**config.mk**
```make
export PLATFORM = sky130hd
export DESIGN_NAME = vga_pattern_gen_flat
export DESIGN_NICKNAME = d
export VERILOG_FILES = /design/src/rtl/vga_pattern_gen_if.sv /design/src/rtl/vga_pattern_gen.sv /design/src/flat_wrapper.sv
export SDC_FILE = /design/constraint.sdc
export NUM_CORES = 1
export LEC_CHECK = 0
export CELL_PAD_IN_SITES_DETAIL_PLACEMENT = 1
export CELL_PAD_IN_SITES_GLOBAL_PLACEMENT = 1
export CORE_AREA = 2 2 90 92
export CTS_CLUSTER_SIZE = 16
export DETAILED_ROUTE_END_ITERATION = 6
export DIE_AREA = 0 0 92 94
export PLACE_DENSITY = 0.8
export SLEW_MARGIN = 20
export SYNTH_ARGS = -nofsm -noshare
export SYNTH_HDL_FRONTEND = slang
export SYNTH_SLANG_ARGS = --single-unit
```
**constraint.sdc**
```tcl
create_clock -name clk -period 2.07 [get_ports clk]
set_input_delay 0.414 -clock clk [delete_from_list [all_inputs] [get_ports clk]]
set_output_delay 0.414 -clock clk [all_outputs]
set_load 0.02 [all_outputs]
```
**src/rtl/vga_pattern_gen_if.sv**
```systemverilog
// rtl/vga_pattern_gen_if.sv - timing-in / pixel-out bundle for the VGA pattern stage
// master is the timing side that feeds counts and reads back colour; slave is the pattern stage.
interface vga_pattern_gen_if #(
   parameter int counter_bits = 10,
   parameter int bit_depth    = 4
);
   logic                    pix_en;
   logic [counter_bits-1:0] h_count;
   logic [counter_bits-1:0] v_count;
   logic                    hsync_in;
   logic                    vsync_in;
   logic [1:0]              mode_sel;
   logic                    mode_req;
   logic [bit_depth-1:0]    red;
   logic [bit_depth-1:0]    green;
   logic [bit_depth-1:0]    blue;
   logic                    hsync_out;
   logic                    vsync_out;
   logic                    active_out;
   logic [1:0]              mode_cur;
   logic [7:0]              frame_count;

   modport master (
      output pix_en, h_count, v_count, hsync_in, vsync_in, mode_sel, mode_req,
      input  red, green, blue, hsync_out, vsync_out, active_out, mode_cur, frame_count
   );

   modport slave (
      input  pix_en, h_count, v_count, hsync_in, vsync_in, mode_sel, mode_req,
      output red, green, blue, hsync_out, vsync_out, active_out, mode_cur, frame_count
   );
endinterface

```
**src/rtl/vga_pattern_gen.sv**
```systemverilog
// rtl/vga_pattern_gen.sv - two-stage test-pattern pixel pipeline with frame-aligned mode switching
// Stage 1 registers position and syncs; stage 2 renders colour so syncs and colour leave together.
module vga_pattern_gen #(
   parameter int counter_bits = 10,
   parameter int bit_depth    = 4,
   parameter int h_visible    = 640,
   parameter int v_visible    = 480
) (
   input  logic                clk,
   input  logic                reset,
   vga_pattern_gen_if.slave    bus
);
   localparam int cw = counter_bits;

   localparam logic [1:0] mode_bars    = 2'd0;
   localparam logic [1:0] mode_checker = 2'd1;
   localparam logic [1:0] mode_grad    = 2'd2;
   localparam logic [1:0] mode_box     = 2'd3;

   localparam logic [bit_depth-1:0] c_max  = '1;
   localparam logic [bit_depth-1:0] c_zero = '0;

   localparam logic [cw:0] box_size = (cw+1)'(32);
   localparam logic [cw:0] box_top  = (cw+1)'(224);
   localparam logic [cw:0] box_bot  = (cw+1)'(256);

   typedef enum logic {
      IDLE,
      PENDING
   } mode_state_t;

   // stage 1
   logic [cw-1:0] s1_h;
   logic [cw-1:0] s1_v;
   logic          s1_hs;
   logic          s1_vs;
   logic          s1_active;

   // stage 2 / outputs
   logic [bit_depth-1:0] red_q;
   logic [bit_depth-1:0] green_q;
   logic [bit_depth-1:0] blue_q;
   logic                 hs_q;
   logic                 vs_q;
   logic                 active_q;

   // mode control
   mode_state_t state;
   logic [1:0]  mode_pend;
   logic [1:0]  mode_cur_q;
   logic [7:0]  frame_cnt_q;

   logic in_active;
   logic frame_start;
   logic capture;

   assign in_active   = (bus.h_count < cw'(h_visible)) && (bus.v_count < cw'(v_visible));
   assign frame_start = (bus.h_count == '0) && (bus.v_count == '0);
   assign capture     = bus.pix_en && frame_start;

   // Box geometry is evaluated one bit wider than the counters so box_x+32 never wraps.
   logic [8:0]  box_x;
   logic [cw:0] hx;
   logic [cw:0] vx;
   logic [cw:0] bx;
   logic        in_box;
   logic [2:0]  bar_idx;

   assign box_x   = {frame_cnt_q, 1'b0};
   assign hx      = {1'b0, s1_h};
   assign vx      = {1'b0, s1_v};
   assign bx      = {{(cw-8){1'b0}}, box_x};
   assign in_box  = (hx >= bx) && (hx < bx + box_size) && (vx >= box_top) && (vx < box_bot);
   assign bar_idx = 3'(s1_h / cw'(h_visible / 8));

   logic [bit_depth-1:0] red_n;
   logic [bit_depth-1:0] green_n;
   logic [bit_depth-1:0] blue_n;

   always_comb begin
      red_n   = c_zero;
      green_n = c_zero;
      blue_n  = c_zero;
      if (s1_active) begin
         case (mode_cur_q)
            mode_bars: begin
               red_n   = bar_idx[2] ? c_max : c_zero;
               green_n = bar_idx[1] ? c_max : c_zero;
               blue_n  = bar_idx[0] ? c_max : c_zero;
            end
            mode_checker: begin
               red_n   = (s1_h[5] ^ s1_v[5]) ? c_max : c_zero;
               green_n = (s1_h[5] ^ s1_v[5]) ? c_max : c_zero;
               blue_n  = (s1_h[5] ^ s1_v[5]) ? c_max : c_zero;
            end
            mode_grad: begin
               red_n   = s1_h[cw-1 -: bit_depth];
               green_n = s1_v[cw-2 -: bit_depth];
               blue_n  = frame_cnt_q[bit_depth-1:0];
            end
            mode_box: begin
               red_n   = in_box ? c_max : c_zero;
               green_n = in_box ? c_max : c_zero;
               blue_n  = c_max;
            end
            default: begin
               red_n   = c_zero;
               green_n = c_zero;
               blue_n  = c_zero;
            end
         endcase
      end
   end

   always_ff @(posedge clk) begin
      if (reset) begin
         s1_h      <= '0;
         s1_v      <= '0;
         s1_hs     <= 1'b1;
         s1_vs     <= 1'b1;
         s1_active <= 1'b0;
         red_q     <= '0;
         green_q   <= '0;
         blue_q    <= '0;
         hs_q      <= 1'b1;
         vs_q      <= 1'b1;
         active_q  <= 1'b0;
      end else if (bus.pix_en) begin
         s1_h      <= bus.h_count;
         s1_v      <= bus.v_count;
         s1_hs     <= bus.hsync_in;
         s1_vs     <= bus.vsync_in;
         s1_active <= in_active;
         red_q     <= red_n;
         green_q   <= green_n;
         blue_q    <= blue_n;
         hs_q      <= s1_hs;
         vs_q      <= s1_vs;
         active_q  <= s1_active;
      end
   end

   // mode_cur switches on the same tick stage 1 captures (0,0), so that pixel renders in the new mode.
   // A request landing on the capture tick is only latched, never applied in that frame.
   always_ff @(posedge clk) begin
      if (reset) begin
         state       <= IDLE;
         mode_pend   <= 2'd0;
         mode_cur_q  <= 2'd0;
         frame_cnt_q <= 8'd0;
      end else begin
         if (capture) begin
            frame_cnt_q <= frame_cnt_q + 8'd1;
         end
         case (state)
            IDLE: begin
               if (bus.mode_req) begin
                  mode_pend <= bus.mode_sel;
                  state     <= PENDING;
               end
            end
            PENDING: begin
               if (capture) begin
                  mode_cur_q <= mode_pend;
                  state      <= IDLE;
               end
               if (bus.mode_req) begin
                  mode_pend <= bus.mode_sel;
                  state     <= PENDING;
               end
            end
            default: state <= IDLE;
         endcase
      end
   end

   assign bus.red         = red_q;
   assign bus.green       = green_q;
   assign bus.blue        = blue_q;
   assign bus.hsync_out   = hs_q;
   assign bus.vsync_out   = vs_q;
   assign bus.active_out  = active_q;
   assign bus.mode_cur    = mode_cur_q;
   assign bus.frame_count = frame_cnt_q;
endmodule

```
**src/flat_wrapper.sv**
```systemverilog
// flat-port wrapper written by rule: the top's interface ports become plain ports
module vga_pattern_gen_flat 
#(
   parameter int counter_bits = 10,
   parameter int bit_depth    = 4,
   parameter int h_visible    = 640,
   parameter int v_visible    = 480
)
  (clk, reset, bus_pix_en, bus_h_count, bus_v_count, bus_hsync_in, bus_vsync_in, bus_mode_sel, bus_mode_req, bus_red, bus_green, bus_blue, bus_hsync_out, bus_vsync_out, bus_active_out, bus_mode_cur, bus_frame_count);
  vga_pattern_gen_if #(.counter_bits(counter_bits), .bit_depth(bit_depth)) bus_i ();
  input  logic clk;
  input  logic reset;
  input wire logic [$bits(bus_i.pix_en)-1:0] bus_pix_en;
  input wire logic [$bits(bus_i.h_count)-1:0] bus_h_count;
  input wire logic [$bits(bus_i.v_count)-1:0] bus_v_count;
  input wire logic [$bits(bus_i.hsync_in)-1:0] bus_hsync_in;
  input wire logic [$bits(bus_i.vsync_in)-1:0] bus_vsync_in;
  input wire logic [$bits(bus_i.mode_sel)-1:0] bus_mode_sel;
  input wire logic [$bits(bus_i.mode_req)-1:0] bus_mode_req;
  output wire logic [$bits(bus_i.red)-1:0] bus_red;
  output wire logic [$bits(bus_i.green)-1:0] bus_green;
  output wire logic [$bits(bus_i.blue)-1:0] bus_blue;
  output wire logic [$bits(bus_i.hsync_out)-1:0] bus_hsync_out;
  output wire logic [$bits(bus_i.vsync_out)-1:0] bus_vsync_out;
  output wire logic [$bits(bus_i.active_out)-1:0] bus_active_out;
  output wire logic [$bits(bus_i.mode_cur)-1:0] bus_mode_cur;
  output wire logic [$bits(bus_i.frame_count)-1:0] bus_frame_count;
  assign bus_i.pix_en = bus_pix_en;
  assign bus_i.h_count = bus_h_count;
  assign bus_i.v_count = bus_v_count;
  assign bus_i.hsync_in = bus_hsync_in;
  assign bus_i.vsync_in = bus_vsync_in;
  assign bus_i.mode_sel = bus_mode_sel;
  assign bus_i.mode_req = bus_mode_req;
  assign bus_red = bus_i.red;
  assign bus_green = bus_i.green;
  assign bus_blue = bus_i.blue;
  assign bus_hsync_out = bus_i.hsync_out;
  assign bus_vsync_out = bus_i.vsync_out;
  assign bus_active_out = bus_i.active_out;
  assign bus_mode_cur = bus_i.mode_cur;
  assign bus_frame_count = bus_i.frame_count;
  vga_pattern_gen #(.counter_bits(counter_bits), .bit_depth(bit_depth), .h_visible(h_visible), .v_visible(v_visible)) u_core (.clk(clk), .reset(reset), .bus(bus_i));
endmodule
```
# == Word level (Yosys, flattened, before mapping) ==
# Cells that the tools add are included.
# classes
n_reduce_logical,10
n_eq_ne,3
magnitude_cmp,6
add_sub_neg,2
bitwise_logic,2
n_div,1
mux,16
# ops
op,n
$pmux 4 s4,3
$mux 4,8
$logic_not 10->1,2
$lt 10x9->1 const B,2
$lt 10x11->1,1
$add 9x6->10 const B,1
$div 10x7->10 const B,1
$ge 10x8->1 const B,1
$ge 10x9->1,1
$lt 10x10->1 const B,1
$add 8x1->8 const B,1
$logic_and 1x1->1,6
$eq 2x2->1 const B,2
$mux 1,3
$eq 2x1->1 const B,1
$logic_not 2->1,1
$mux 2,1
$pmux 1 s2,1
$reduce_and 2->1,1
$not 1->1,1
$xor 1x1->1,1
# word_totals
elab_cells,55
out_inout_bits,25
in_bits,28
ff_bits,51

# == Depth between registers and ports, before layout ==
# Gate-level depths: netlist of the first run.
# depth
word_depth,8
depth_mapped,8
depth_no_buf,8

# == Worst setup path after synthesis of the first run ==
# No wires, ideal clock.
# synth_path
kind,register to register
startpoint,"register u_core.frame_cnt_q[4], in the netlist u_core.bus.frame_count[4]"
endpoint,"register u_core.green_q[0], in the netlist u_core.bus.green[0]"
period_less_slack_ns,2.228
path_buffers,0
required_time_ns,1.975
slack_ns,-0.158
arrival_ns,2.133
setup_ns,0.095
stages_incl_launch_ff,9
cell_sequence,dfxtp_1 -> nand3_1 -> xnor2_1 -> ha_1 -> a21o_1 -> a2bb2oi_1 -> o311ai_0 -> a211o_1 -> a221oi_1
# synth_between
elab_chain_cells,8
elab_cells_between_ends,9
cone_classes,add/sub (1); order compare (2); mux (3); reduce/logical (3)
# synth_lines
element,line,text
"start, declared",vga_pattern_gen.sv:51,logic [7:0] frame_cnt_q;
"start signal, assigned",vga_pattern_gen.sv:153,frame_cnt_q <= frame_cnt_q + 8'd1;
$add 9x6->10,vga_pattern_gen.sv:73,assign in_box = (hx >= bx) && (hx < bx + box_size) && (vx >= box_top) && (vx < box_bot);
$lt 10x11->1,vga_pattern_gen.sv:73,
$logic_and 1x1->1 (*) (3 in series),vga_pattern_gen.sv:73,
$mux 4 (*),vga_pattern_gen.sv:103,green_n = in_box ? c_max : c_zero;
$pmux 4 s4 (*),vga_pattern_gen.sv:85,case (mode_cur_q)
$mux 4 (*),vga_pattern_gen.sv:84,if (s1_active) begin
"end signal, assigned",vga_pattern_gen.sv:135,green_q <= green_n;
"end, declared",vga_pattern_gen.sv:41,logic [bit_depth-1:0] green_q;
# Every way passes the cells marked *; elsewhere a longest branch is shown, timed or not.
# A chain may end at the register's enable or synchronous reset.

# == Worst setup path after layout of the first run ==
# layout_path
startpoint,"register u_core.frame_cnt_q[5], in the netlist u_core.bus.frame_count[5]"
endpoint,"register u_core.red_q[2], in the netlist u_core.bus.red[2]"
# layout_between
elab_chain_cells,8
elab_cells_between_ends,9
cone_classes,add/sub (1); order compare (2); mux (3); reduce/logical (3)
# layout_lines
element,line,text
$add 9x6->10,vga_pattern_gen.sv:73,
$lt 10x11->1,vga_pattern_gen.sv:73,
$logic_and 1x1->1 (*) (3 in series),vga_pattern_gen.sv:73,
$mux 4 (*),vga_pattern_gen.sv:102,red_n = in_box ? c_max : c_zero;
$pmux 4 s4 (*),vga_pattern_gen.sv:85,
$mux 4 (*),vga_pattern_gen.sv:84,
"end signal, assigned",vga_pattern_gen.sv:134,red_q <= red_n;
"end, declared",vga_pattern_gen.sv:40,logic [bit_depth-1:0] red_q;
# Marked as above.

==> results.md, run 1 <==
- CP bufs+invs: 1
- P&R area growth vs syn: 49.44%
- Most used DFF post-synth: dfxtp_1
- Synth warnings: 0
- Status: complete, but fails checks
- CTS Hold Bufs: 0
- GRT Util Overall: 19.54%
- Leak: 1.518 nW
- R2R cell count: 9
- Clk Tree Root Cell: clkbuf_8
- Mapped Nets: 341
- Critical path fanouts, max: 8
- Kind of cell adding the most delay to the critical path: compound AO/OA/AOI/OAI gates
- Max Slew Vio Count: 0
- Simple-Gate Fraction of Synth Area: 22.93%
- Initial core utilization: 33.50%
- Routed WL per cell: 17.38 µm
- Die Y: 94 µm
- Crit Path Category: reg2reg
- Failing checks: negative setup slack
- Fin Clk Skew: 0.009261 ns
- Levels on crit path: 9
- Final net count: 424
- Peak Freq: 460.2 MHz
- RSZ-0062 raised after global routing: true
- Post-synth EDFFs: 0
- Layout cells sized above 1: 24.08%
- Drt via density: 5.279
- Post-synthesis cell count: 298
- Total power: 2.125 mW
- Clk Latency, worst-skew pair: 0.32 ns
- DP Wirelength: 5775 µm
- Critical Path, Cell by Cell: buf_6 -> nand3_4 -> xnor2_2 -> ha_1 -> a21o_1 -> a2bb2oi_2 -> o311ai_2 -> a211o_4 -> a221oi_2
- Post-Place Cells: 471
- Post-route DRC violation count: 0
- Compound-gate portion of the synthesized area: 15.95%
- Hold crit path type: in2reg
- Final Non-Filler Cells: 484
- Xor and xnor area share after synthesis: 2.405%
- Diodes inserted: 0
- Io pins: 53
- Syn_area_per_cell: 8.553 µm²
- Hold Path Stages: 3
- Clock sink count: 46
- Vias: 2555
- Full die area: 8648 µm²
- Final Hold Viols: 0
- Crit-path slowest cell: a211o_4
- # rows: 32
- Reg clk slew, reported paths: 0.09 ns
- Ys async rst share: 0%
- Remaining global-route overflow: 0
- Worst Setup Slack, final: -0.1031 ns
- Worst Setup End Kind: flop
- Die X: 92 µm
- Mux cell area share after synthesis: 8.886%
- 1st-iter DRT viols: 161
- CTS tree: yes
- Initial antenna violation count: 0
- PD cells: 558.0 nW/µm²
- Antenna-violating nets left: 0
- Vias in the first global route: 2621
- Synth Area in Adders: 7.757%
- Post-Route WL: 8411 µm
- TritonCTS buffer count: 5
- Total iterations of the first detailed-routing run: 4
- First-pass GRT wire length: 13250 µm
- H-tree depth: 2
- Rel. slew slack: 60.89%
- Req. time, crit path: 2.31 ns
- Count of input and output buffers: 52
- Slew @ Worst Pin: 0.5844 ns
- Crit path time final: 2.173 ns
- Routability cong.: 0.8192
- CTS max path bufs: 2
- Largest net degree at the start of global routing: 38
- Core Region: 7607 µm²
- Max incr delay on CP: 0.38 ns
- Startpoint Class: flop
- Post-synthesis sequential area ratio: 36.13%
- #FFs+latches synth: 46
- Peak VDD IR: 0.0004270 V
- Number of distinct library cells after synthesis: 50
- Synth Cell Area: 2549 µm²
- Final setup fails: 8
- # Max-Cap Violations: 0
- Main combinational cell family by area after synthesis: simple AND/OR/NAND/NOR gates
- Period utilisation layout: 105.0%
- Critical Path AT: 2.42 ns
## metrics by stage
stage	utilization, %	setup TNS, ns	instance area (µm²)	setup slack [ns]	hold WS [ns]
floorplan	-	0	2554	0.01311	0.4314
global placement	44.75	-4.360	3405	-0.4197	0.4407
detailed placement	44.75	-5.922	3405	-0.4545	0.4638
CTS	48.68	-0.7457	3704	-0.1412	0.4830
global route	50.07	-1.755	3809	-0.2166	0.4602
finish	50.07	-0.7217	3809	-0.1031	0.4300
## routing by layer
layer,vias up,track usage (%),part of all wire (%)
met2,58,33.70,50
li1,1228,-,-
met3,12,2.889,3.7
met5,-,0,0
met4,0,6.343,1.8
met1,1257,25.11,45
## layout make-up
| class | instances | area (µm²) |
|---|---|---|
| clock buffers | 6 | 82.58 |
| clock inverters | 2 | 60.06 |
| well taps | 102 | 127.6 |
| fillers | 888 | 3799 |
| multi-input cells | 216 | 1683 |
| inverters | 19 | 71.32 |
| repair buffers | 93 | 855.8 |
| flip-flops and latches | 46 | 928.4 |
## repair_timing
action | CTS | global route
gates resized for setup | 29 | 16
pin swaps | 12 | 14
setup buffers | 2 | 3
endpoints found under the setup margin | 16 | 16
## cells in the final DEF (no fill, tap or decap), types with 2 or more instances in the layout
| master | netlist | final |
|---|---|---|
| clkdlybuf4s50_1 | 0 | 46 |
| nor2_1 | 45 | 45 |
| dfxtp_1 | 46 | 42 |
| buf_4 | 0 | 37 |
| inv_1 | 19 | 19 |
| mux2i_1 | 17 | 17 |
| o21ai_0 | 15 | 15 |
| nand2_1 | 13 | 12 |
| ha_1 | 15 | 12 |
| nand2b_1 | 11 | 11 |
| nand3_1 | 12 | 10 |
| a21oi_1 | 11 | 10 |
| a221oi_2 | 0 | 8 |
| nor2b_1 | 7 | 7 |
| clkbuf_8 | 0 | 6 |
| xnor2_1 | 6 | 5 |
| nor4_2 | 1 | 4 |
| a211o_1 | 5 | 4 |
| a2111oi_0 | 3 | 3 |
| and3b_1 | 3 | 3 |
| mux2_2 | 3 | 3 |
| nand4_1 | 3 | 3 |
| dlymetal6s2s_1 | 0 | 3 |
| dlygate4sd2_1 | 0 | 3 |
| buf_6 | 1 | 3 |
| dfxtp_2 | 0 | 3 |
| a21o_1 | 2 | 2 |
| o211ai_1 | 2 | 2 |
| o311ai_2 | 0 | 2 |
| nor3_1 | 3 | 2 |
| mux2_1 | 2 | 2 |
| ha_4 | 0 | 2 |
| bufinv_16 | 0 | 2 |
## path summary, 6_finish.rpt
path	startpoint	to	slack, ns
max	u_core.bus.frame_count[5]$_SDFFE_PP0P_	u_core.bus.red[2]$_SDFFE_PP0P_	-0.10
min	bus_h_count[4]	u_core.s1_h[4]$_SDFFE_PP0P_	0.43
max reg2reg	u_core.bus.frame_count[5]$_SDFFE_PP0P_	u_core.bus.red[2]$_SDFFE_PP0P_	-0.10
min reg2reg	u_core.s1_hs$_SDFFE_PP1P_	u_core.bus.hsync_out$_SDFFE_PP1P_	0.48
## cells in the mapped netlist (2+ instances only)
master,count,area [µm²]
nor2b_1,7,43.79
nor4_1,4,25.02
mux2i_1,17,170.2
clkbuf_1,8,30.03
ha_1,15,187.7
dfxtp_1,46,920.9
xnor2_1,6,52.55
a21o_1,2,15.01
and2_1,2,12.51
a21oi_1,11,55.05
o211ai_1,2,15.01
and3b_1,3,26.28
nand2_1,13,48.80
a211oi_1,2,15.01
nand4_1,3,18.77
a211o_1,5,43.79
nand2b_1,11,68.82
mux2_2,3,33.78
a221oi_1,9,78.83
mux2_1,2,22.52
buf_2,7,35.03
o21ai_0,15,75.07
nor3_1,3,15.01
nand3_1,12,60.06
a2111oi_0,3,26.28
inv_1,19,71.32
nor2_1,45,168.9
## registers in the layout, summed over array words and instances, names as in the netlist
name and flops:
u_core.s1_hs 1, u_core.bus.hsync_out 1, u_core.mode_pend 2, u_core.bus.vsync_out 1, u_core.bus.blue 4, u_core.bus.red 4
u_core.bus.frame_count 8, u_core.bus.mode_cur 2, u_core.bus.active_out 1, u_core.bus.green 4, u_core.s1_active 1, u_core.s1_v 5
u_core.s1_h 10, u_core.s1_vs 1, u_core.state 1
## cells by family (layout without fill, tap and decap cells)
| group | count (synthesis) | in the layout |
|---|---|---|
| AND/OR/NAND/NOR | 113 | 113 |
| adder cells (fa/ha/maj) | 16 | 16 |
| multiplexers | 22 | 22 |
| XOR/XNOR | 7 | 7 |
| buffers and inverters | 36 | 120 |
| AO/OA/AOI/OAI | 58 | 58 |
| flip-flops | 46 | 46 |
## where the power goes
group          total [mW]  internal [mW]  leakage, nW  switching, mW
Clock               0.858          0.515       0.0714          0.343
Sequential          0.944          0.913        0.378         0.0304
Combinational       0.323          0.165         1.07          0.159
Total                2.13           1.59         1.52          0.532
## worst register-to-register path, cell delays in order (launching register included)
cell,delay (ns)
dfxtp_2,0.36
buf_6,0.11
nand3_4,0.07
xnor2_2,0.14
ha_1,0.32
a21o_1,0.21
a2bb2oi_2,0.14
o311ai_2,0.13
a211o_4,0.38
a221oi_2,0.26
No activity file was read; power rests on OpenSTA's default activity.
==> run 2, diff against run 1 <==
--- a/config.mk
+++ b/config.mk
@@ -7,11 +7,11 @@
 export LEC_CHECK = 0
 export CELL_PAD_IN_SITES_DETAIL_PLACEMENT = 1
 export CELL_PAD_IN_SITES_GLOBAL_PLACEMENT = 1
-export CORE_AREA = 2 2 90 92
+export CORE_AREA = 4 4 92 94
 export CTS_CLUSTER_SIZE = 16
 export DETAILED_ROUTE_END_ITERATION = 6
-export DIE_AREA = 0 0 92 94
-export PLACE_DENSITY = 0.8
+export DIE_AREA = 0 0 96 98
+export PLACE_DENSITY = 0.77
 export SLEW_MARGIN = 20
 export SYNTH_ARGS = -nofsm -noshare
 export SYNTH_HDL_FRONTEND = slang
==> results.md, run 2 (synthesis gave the netlist of run 1 again) <==
- Critical path fanouts, max: 8
- Max incr delay on CP: 0.37 ns
- Top reg by flops: u_core.s1_h
- RSZ-0062 raised after global routing: true
- Final Non-Filler Cells: 484
- Slew @ Worst Pin: 0.5333 ns
- Met2 WL: 4222 µm
- Final core occ: 48.33%
- Number of flip-flops in the largest register: 10
- Count of input and output buffers: 52
- CTS Hold Bufs: 0
- Routability cong.: 0.8479
- # Max-Cap Violations: 0
- Total iterations of the first detailed-routing run: 4
- Routed WL per cell: 17.14 µm
- Crit Path Category: reg2reg
- Final Hold Viols: 0
- DP Wirelength: 6084 µm
- Fin Clk Skew: 0.006335 ns
- Critical Path, Cell by Cell: buf_4 -> nand3_4 -> xnor2_2 -> ha_1 -> a21o_1 -> a2bb2oi_2 -> o311ai_2 -> a211o_4 -> a221oi_2
- Crit-path slowest cell: a211o_4
- P&R area growth vs syn: 45.02%
- Vias in the first global route: 2750
- Remaining global-route overflow: 0
- 1st-iter DRT viols: 93
- Core Region: 7647 µm²
- Final setup fails: 8
- CTS max path bufs: 2
- # rows: 32
- Antenna-violating nets left: 0
- Reg clk slew, reported paths: 0.09 ns
- Fin area: 3696 µm²
- Peak VDD IR: 0.0002889 V
- GRT Util Overall: 18.67%
- Failing checks: negative setup slack
- Layout cells sized above 1: 22.25%
- Io pins: 53
- Leak: 1.467 nW
- Crit path time final: 2.175 ns
- Die Y: 98 µm
- Die X: 96 µm
- Max Slew Vio Count: 0
- Min Hold Slack: 0.4564 ns
- Commonest cells after routing, fill and taps aside: clkdlybuf4s50_1, nor2_1, dfxtp_1
- Full die area: 9408 µm²
- Worst Setup End Kind: flop
- Peak Freq: 459.8 MHz
- Period utilisation layout: 105.1%
- Total power: 1.843 mW
- H-tree depth: 2
- Vias: 2536
- Worst Setup Slack, final: -0.1047 ns
- Top sig layer: met4
- Status: complete, but fails checks
- PD cells: 498.5 nW/µm²
- Post-Route WL: 8297 µm
- Commonest non-fill, non-tap cell in the layout: clkdlybuf4s50_1
- Largest net degree at the start of global routing: 38
- Clock sink count: 46
- Placed Area: 3397 µm²
- Diodes inserted: 0
- TritonCTS buffer count: 5
- Initial antenna violation count: 0
- First-pass GRT wire length: 13890 µm
- Post-route DRC violation count: 0
- M1 WL: 3605 µm
- Clk Tree Root Cell: clkbuf_8
- Final net count: 424
- Req. time, crit path: 2.29 ns
- Metal3 WL: 352 µm
- Startpoint Class: flop
- Initial core utilization: 33.33%
- Post-Place Cells: 470
- Critical Path AT: 2.39 ns
- Hold crit path type: in2reg
- Clk Latency, worst-skew pair: 0.30 ns
- Rel. slew slack: 64.39%
- Drt via density: 5.240
- CTS tree: yes
==> run 2: per-stage QoR <==
| step | setup WS, ns | TNS [ns] |
|---|---|---|
| CTS | -0.2557 | -1.626 |
| finish | -0.1047 | -0.7166 |
| global placement | -0.4039 | -4.468 |
| detailed placement | -0.4702 | -5.957 |
| floorplan | 0.01311 | 0 |
| global route | -0.2362 | -1.662 |
==> run 2: what timing repair did <==
action                     in CTS  in global routing
pin swaps                      17                 10
gates resized for setup        29                  8
setup endpoints to repair      16                 14
setup buffers                   5                  1
==> run 2: worst max-delay path: cells and delay by family (launching register included) <==
kind,cells,cell delay (ns)
xor+xnor,1,0.14
flops,1,0.34
compound gates,5,1.11
buf+inv,1,0.12
fa+ha+maj,1,0.31
simple gates,1,0.07
==> run 2: area by class of cell <==
class	instances	area (µm²)
sequential	46	925.9
tap	102	127.6
clock inverter	1	5.005
inverter	19	71.32
multi-input combinational	216	1638
fill	911	3951
clock buffer	7	86.33
timing repair buffer	93	842.1
==> run 2: path summary, 6_finish.rpt <==
| check | startpoint | end | slack (ns) | cells after the start |
|---|---|---|---|---|
| setup / recovery | u_core.bus.frame_count[5]$_SDFFE_PP0P_ | u_core.bus.green[3]$_SDFFE_PP0P_ | -0.10 | 9 |
| hold / removal | bus_h_count[6] | u_core.s1_h[6]$_SDFFE_PP0P_ | 0.46 | 3 |
| setup reg to reg | u_core.bus.frame_count[5]$_SDFFE_PP0P_ | u_core.bus.green[3]$_SDFFE_PP0P_ | -0.10 | 9 |
| hold reg to reg | u_core.bus.blue[2]$_SDFFE_PP0P_ | u_core.bus.blue[2]$_SDFFE_PP0P_ | 0.47 | 2 |
==> run 2: report_power, final <==
part,internal (mW),switching (mW)
logic,0.161,0.155
clock network,0.270,0.313
registers,0.914,0.0292
total,1.35,0.497
==> run 2: metal layers <==
metal,vias up,track usage (%)
met3,9,2.851
met2,47,32.08
li1,1230,-
met1,1250,23.99
met4,0,4.923
met5,-,0
